===== config.mk =====
export PLATFORM = sky130hd
export DESIGN_NAME = number_tester
export DESIGN_NICKNAME = d
export VERILOG_FILES = /design/src/rtl/number_tester_pkg.sv /design/src/rtl/number_tester.sv
export SDC_FILE = /design/constraint.sdc
export NUM_CORES = 1
export LEC_CHECK = 0
export BUFFER_PORTS_ARGS = -buffer_cell sky130_fd_sc_hd__buf_2
export CAP_MARGIN = 15
export CORE_AREA = 3 3 216 218
export CTS_CLUSTER_DIAMETER = 200
export DETAILED_ROUTE_END_ITERATION = 10
export DIE_AREA = 0 0 219 221
export GPL_TIMING_DRIVEN = 0
export SLEW_MARGIN = 30
export SYNTH_ARGS = -nofsm -noshare
export SYNTH_HDL_FRONTEND = slang
export SYNTH_SLANG_ARGS = --single-unit
export TNS_END_PERCENT = 20

===== constraint.sdc =====
create_clock -name clk -period 5.2 [get_ports clk]
set_clock_uncertainty 0.1 [all_clocks]
set_input_delay 0.52 -clock clk [delete_from_list [all_inputs] [get_ports clk]]
set_output_delay 0.52 -clock clk [all_outputs]
set_load 0.005 [all_outputs]

===== src/rtl/number_tester_pkg.sv =====
// Shared parameters, state encoding and helpers for the BBS word quality tester.
package number_tester_pkg;

  localparam int unsigned SIZE        = 256;
  localparam int unsigned ONES_MIN    = 108;
  localparam int unsigned ONES_MAX    = 148;
  localparam int unsigned RUNS_MIN    = 108;
  localparam int unsigned RUNS_MAX    = 148;
  localparam int unsigned LONGEST_MAX = 16;

  localparam int unsigned CW    = $clog2(SIZE + 1);
  localparam int unsigned IDX_W = $clog2(SIZE);

  typedef enum logic [1:0] {
    IDLE  = 2'd0,
    SCAN  = 2'd1,
    JUDGE = 2'd2
  } state_t;

  // Inclusive range test on a CW-bit statistic.
  function automatic logic in_range(input logic [CW-1:0] v,
                                    input logic [CW-1:0] lo,
                                    input logic [CW-1:0] hi);
    return (v >= lo) && (v <= hi);
  endfunction

endpackage


===== src/rtl/number_tester.sv =====
// Captures a SIZE-bit word on start, scans it MSB first and judges
// monobit, runs and longest-run statistics against fixed bounds.
module number_tester
  import number_tester_pkg::*;
(
  input  logic            clk,
  input  logic            reset,
  input  logic            start,
  input  logic [SIZE-1:0] number,
  output logic            busy,
  output logic            done,
  output logic            pass,
  output logic [CW-1:0]   ones_cnt,
  output logic [CW-1:0]   runs_cnt,
  output logic [CW-1:0]   longest_run
);

  state_t            state;
  state_t            state_nx;
  logic [SIZE-1:0]   shreg;
  logic [IDX_W-1:0]  idx;
  logic [CW-1:0]     run_len;
  logic              prev;

  logic              bit_c;
  logic              first_c;
  logic              new_run_c;
  logic [CW-1:0]     run_len_nx_c;
  logic [CW-1:0]     runs_nx_c;
  logic [CW-1:0]     longest_nx_c;
  logic              pass_c;

  // State register.
  always_ff @(posedge clk or negedge reset) begin
    if (!reset) state <= IDLE;
    else        state <= state_nx;
  end

  // Next-state logic; start is only honoured from IDLE.
  always_comb begin
    state_nx = state;
    case (state)
      IDLE:    if (start) state_nx = SCAN;
      SCAN:    if (idx == IDX_W'(SIZE - 1)) state_nx = JUDGE;
      JUDGE:   state_nx = IDLE;
      default: state_nx = IDLE;
    endcase
  end

  // Per-bit statistic updates for the bit currently at the MSB.
  always_comb begin
    bit_c        = shreg[SIZE-1];
    first_c      = (idx == '0);
    new_run_c    = first_c || (bit_c != prev);
    run_len_nx_c = new_run_c ? CW'(1) : run_len + CW'(1);
    runs_nx_c    = first_c ? CW'(1) : ((bit_c != prev) ? runs_cnt + CW'(1) : runs_cnt);
    longest_nx_c = (run_len_nx_c > longest_run) ? run_len_nx_c : longest_run;
    pass_c       = in_range(ones_cnt, CW'(ONES_MIN), CW'(ONES_MAX)) &&
                   in_range(runs_cnt, CW'(RUNS_MIN), CW'(RUNS_MAX)) &&
                   (longest_run <= CW'(LONGEST_MAX));
  end

  // Datapath and registered outputs.
  always_ff @(posedge clk or negedge reset) begin
    if (!reset) begin
      shreg       <= '0;
      idx         <= '0;
      run_len     <= '0;
      prev        <= 1'b0;
      busy        <= 1'b0;
      done        <= 1'b0;
      pass        <= 1'b0;
      ones_cnt    <= '0;
      runs_cnt    <= '0;
      longest_run <= '0;
    end else begin
      done <= 1'b0;
      case (state)
        IDLE: begin
          if (start) begin
            shreg       <= number;
            idx         <= '0;
            run_len     <= '0;
            prev        <= 1'b0;
            busy        <= 1'b1;
            pass        <= 1'b0;
            ones_cnt    <= '0;
            runs_cnt    <= '0;
            longest_run <= '0;
          end
        end
        SCAN: begin
          shreg       <= {shreg[SIZE-2:0], 1'b0};
          idx         <= idx + IDX_W'(1);
          ones_cnt    <= ones_cnt + CW'(bit_c);
          runs_cnt    <= runs_nx_c;
          run_len     <= run_len_nx_c;
          longest_run <= longest_nx_c;
          prev        <= bit_c;
        end
        JUDGE: begin
          pass <= pass_c;
          done <= 1'b1;
          busy <= 1'b0;
        end
        default: ;
      endcase
    end
  end

endmodule


==> PnR_summary.wiki <==
{| class="wikitable"
! Metric !! Value
|-
| DRC violation total after the first TritonRoute iteration || 883
|-
| Global-route total usage across every layer || 16.2%
|-
| Total core area || 45100 µm²
|-
| TritonCTS clock tree || built
|-
| Max Transition Viols Final || 0
|-
| Overall die area || 48400 µm²
|-
| Num ports || 289
|-
| Total negative slack || 0 ns
|-
| Leftover overflow at the end of global routing || 0
|-
| Result of the run || complete, no violations
|-
| Power consumption || 9.26 mW
|-
| Type of origin of the critical path || flip-flop
|-
| Number of remaining DRC errors || 0
|-
| Library cells used by synthesis || 48
|-
| Total detailed-routing wirelength || 39800 µm
|-
| Worst slew margin relative to its limit || 43.7%
|-
| Post-synthesis instance total || 1439
|-
| Worst EP arrival || 3.76 ns
|-
| Fin nets || 2046
|-
| Shortest period the worst path allows || 3.42 ns
|-
| Per-cell via count in the routed design || 4.92
|-
| Power Dens Cells || 543 nW/µm²
|-
| Synthesized area per cell || 9.33 µm²
|-
| Post-DRT Antenna Nets || 0
|-
| Area share of and/or/nand/nor cells after synthesis || 19.3%
|-
| Number of max-capacitance violations reported || 0
|-
| Largest buffer count on any clock path || 3
|-
| Post-synthesis mux area share || 0%
|-
| Clock root buffer master || clkbuf_16
|-
| Worst min path class || primary input to flip-flop
|-
| Cell-by-cell trace of the critical path || or4_4, o21ai_4, nor2_1, ha_1, a21oi_1, o21ai_0, o2111ai_4, clkbuf_1, nand3_1, o31ai_1
|-
| Width of the die || 219 µm
|-
| Final number of setup-violating endpoints || 0
|-
| Top cells by area in the synthesized netlist || dfrtp_1 57%, nand2_1 9.8%, a22oi_1 8.6%
|-
| Cell leakage power || 8.02 nW
|-
| Portion of the clock cycle consumed by the worst path in the final layout || 65.7%
|-
| Initial antenna violation count || 17
|-
| Slowest cell on crit path || or4_4
|-
| Source-to-sink clock delay at the later pin of the worst-skew pair || 0.55 ns
|-
| Peak clock frequency supported by timing || 293 MHz
|-
| Largest stage delay on the critical path || 0.62 ns
|-
| Synth Register Bits || 306
|-
| Maximum fanout count along the critical path || 10
|-
| Portion of synthesized cell area occupied by the leading cell type || 57.0%
|-
| Setup Buffers After CTS || 0
|-
| Unrepaired setup endpoints after global routing || no
|-
| Die outline height || 221 µm
|-
| Port buffer count || 288
|-
| Core occupancy in the finished layout || 37.8%
|-
| Ranking of synthesized cells by instance count || 352 x nand2_1, 306 x dfrtp_1, 223 x nor2_1
|-
| Final weighted congestion of routability-driven global placement || 0.824
|-
| Count of yosys warnings during synthesis || 0
|-
| Post-synthesis share of cell area spent on full adders, half adders and majority gates || 1.49%
|-
| Post-synthesis async set-or-reset flop share || 100%
|-
| Resize count post-CTS || 0
|-
| Clock transition at the register clock pins on the worst setup and hold paths after CTS || 0.06 ns
|-
| Final hold vios || 0
|-
| Area growth from synthesis to final layout || 27.0%
|-
| Number of CTS-inserted buffers || 38
|-
| Via count || 11.9k
|-
| Synthesized-area fraction occupied by xor and xnor cells || 0.587%
|-
| Placement Rows || 78
|-
| Net Count, Synth || 1714
|-
| Cell type with the highest aggregate area in the netlist || dfrtp_1
|-
| Half-perimeter wire length after placement || 28200 µm
|-
| Number of enable flip-flop cells after synthesis || 0
|-
| Vias in the first global route || 11.6k
|-
| H-tree depth reported by CTS || 2
|-
| Share of the synthesized area in compound gates (AO/OA/AOI/OAI) || 18.0%
|-
| Fraction of the yosys area taken by sequential cells || 57.0%
|-
| Predominant post-synthesis flop cell || dfrtp_1
|-
| Global-route wire length before repair || 62800 µm
|-
| Dominant combinational cell family by area after synthesis || simple AND/OR/NAND/NOR gates
|-
| Most frequent cell after synthesis || nand2_1
|-
| Number of optimization iterations in the first detailed-route pass || 6
|-
| Largest voltage drop on the vdd net || 275 µV
|-
| Hold buffers post-CTS || 1
|-
| Critical Path End Type || flip-flop
|-
| Routed length per instance || 16.5 µm
|-
| Fraction of layout cells with a size suffix above 1 || 23.1%
|-
| Required time of the worst setup path || 5.54 ns
|-
| Clock net sink count || 306
|-
| Post-synthesis instance area || 13400 µm²
|-
| Pin count of the biggest net entering global routing || 87
|-
| Crit Path Class || flip-flop to flip-flop
|-
| Actual transition at the worst max-transition pin || 0.844 ns
|-
| Starting Density || 29.8%
|}
## area by class of cell
type	count	area (µm²)
flip-flops and latches	306	7660
plain buffers	97	428
clock inverters	14	164
repair buffers	292	1540
fillers	4626	28000
inverters	16	60.1
diodes	12	30.0
clock buffers	54	1130
well taps	600	751
multi-input cells	1020	5280
## sequential cells by signal, indices dropped and copies added, names as in the netlist, 2 cells and up
name	count
run_len	9
idx	8
shreg	256
longest_run	9
state	2
runs_cnt	9
ones_cnt	9
## where the power goes
group          internal [mW]  total, mW  switching (mW)
Combinational           1.11       2.43            1.32
Sequential              3.43       4.09           0.652
Clock                   1.67       2.74            1.07
## cells in the final DEF (no fill, tap or decap), types with 3 or more instances in the layout
| cell | synthesis | layout |
|---|---|---|
| clkbuf_8 | 0 | 6 |
| buf_1 | 14 | 14 |
| a21oi_1 | 15 | 15 |
| o22ai_1 | 103 | 103 |
| diode_2 | 0 | 12 |
| a31oi_1 | 5 | 5 |
| nand3_1 | 25 | 25 |
| ha_1 | 16 | 16 |
| buf_16 | 0 | 3 |
| dfrtp_1 | 306 | 306 |
| o31ai_1 | 16 | 16 |
| clkbuf_16 | 0 | 41 |
| nor2_1 | 223 | 223 |
| nor3_1 | 4 | 4 |
| nor2b_1 | 4 | 4 |
| nand2_1 | 352 | 352 |
| inv_1 | 16 | 16 |
| o21ai_1 | 4 | 4 |
| and3_1 | 7 | 7 |
| a22oi_1 | 154 | 154 |
| clkinvlp_4 | 0 | 3 |
| clkinv_2 | 0 | 5 |
| buf_2 | 45 | 332 |
| nand4_1 | 11 | 11 |
| o21ai_0 | 40 | 40 |
| bufinv_16 | 0 | 3 |
| xor2_1 | 7 | 7 |
| clkbuf_1 | 36 | 43 |
## path summary, 6_finish.rpt
kind	startpoint	to	slack [ns]	cells past startpoint
setup / recovery	idx[4]$_DFFE_PN0P_	longest_run[2]$_DFFE_PN0P_	1.78	10
hold / removal	number[0]	shreg[0]$_DFFE_PN0P_	0.07	3
setup reg to reg	idx[4]$_DFFE_PN0P_	longest_run[2]$_DFFE_PN0P_	1.78	10
hold reg to reg	shreg[136]$_DFFE_PN0P_	shreg[136]$_DFFE_PN0P_	0.37	2
max in group asynchronous	reset	shreg[151]$_DFFE_PN0P_	3.32	4
min in group asynchronous	reset	shreg[73]$_DFFE_PN0P_	0.44	2
## worst max-delay path: cells and delay by family, from the launching register on
family                     cells  cell delay [ns]
AOI/OAI and AO/OA              5             1.23
and+or+nand+nor                3             0.85
DFF                            1             0.41
buffers and inverters          1             0.40
adders and majority gates      1             0.32
## stage by stage
| stage | cell area [µm²] | hold slack (ns) | std cells | worst slack [ns] |
|---|---|---|---|---|
| floorplan | 13400 | 0.124 | 1439 | 2.24 |
| global placement | 15600 | 0.358 | 2327 | -2.45 |
| detailed placement | 15700 | 0.362 | 2330 | 1.79 |
| CTS | 17000 | 0.0228 | 2399 | 1.78 |
| global route | 17000 | 0.0445 | 2410 | 1.58 |
| finish | 17000 | 0.0681 | 2411 | 1.78 |
## per-layer routing
layer  routed length [µm]  GRT usage (%)
met1                17500           21.6
met2                18800           25.6
met5                   50              0
met4                 1360           6.92
met3                 2120           3.08
## cells by family (layout without fill, tap and decap cells)
family,after synthesis,after routing
simple gates,644,644
flops,306,306
buf+inv,113,473
other cells,0,12
fa+ha+maj,16,16
xor+xnor,9,9
compound gates,351,351
Power figures use the tool's default switching activity.
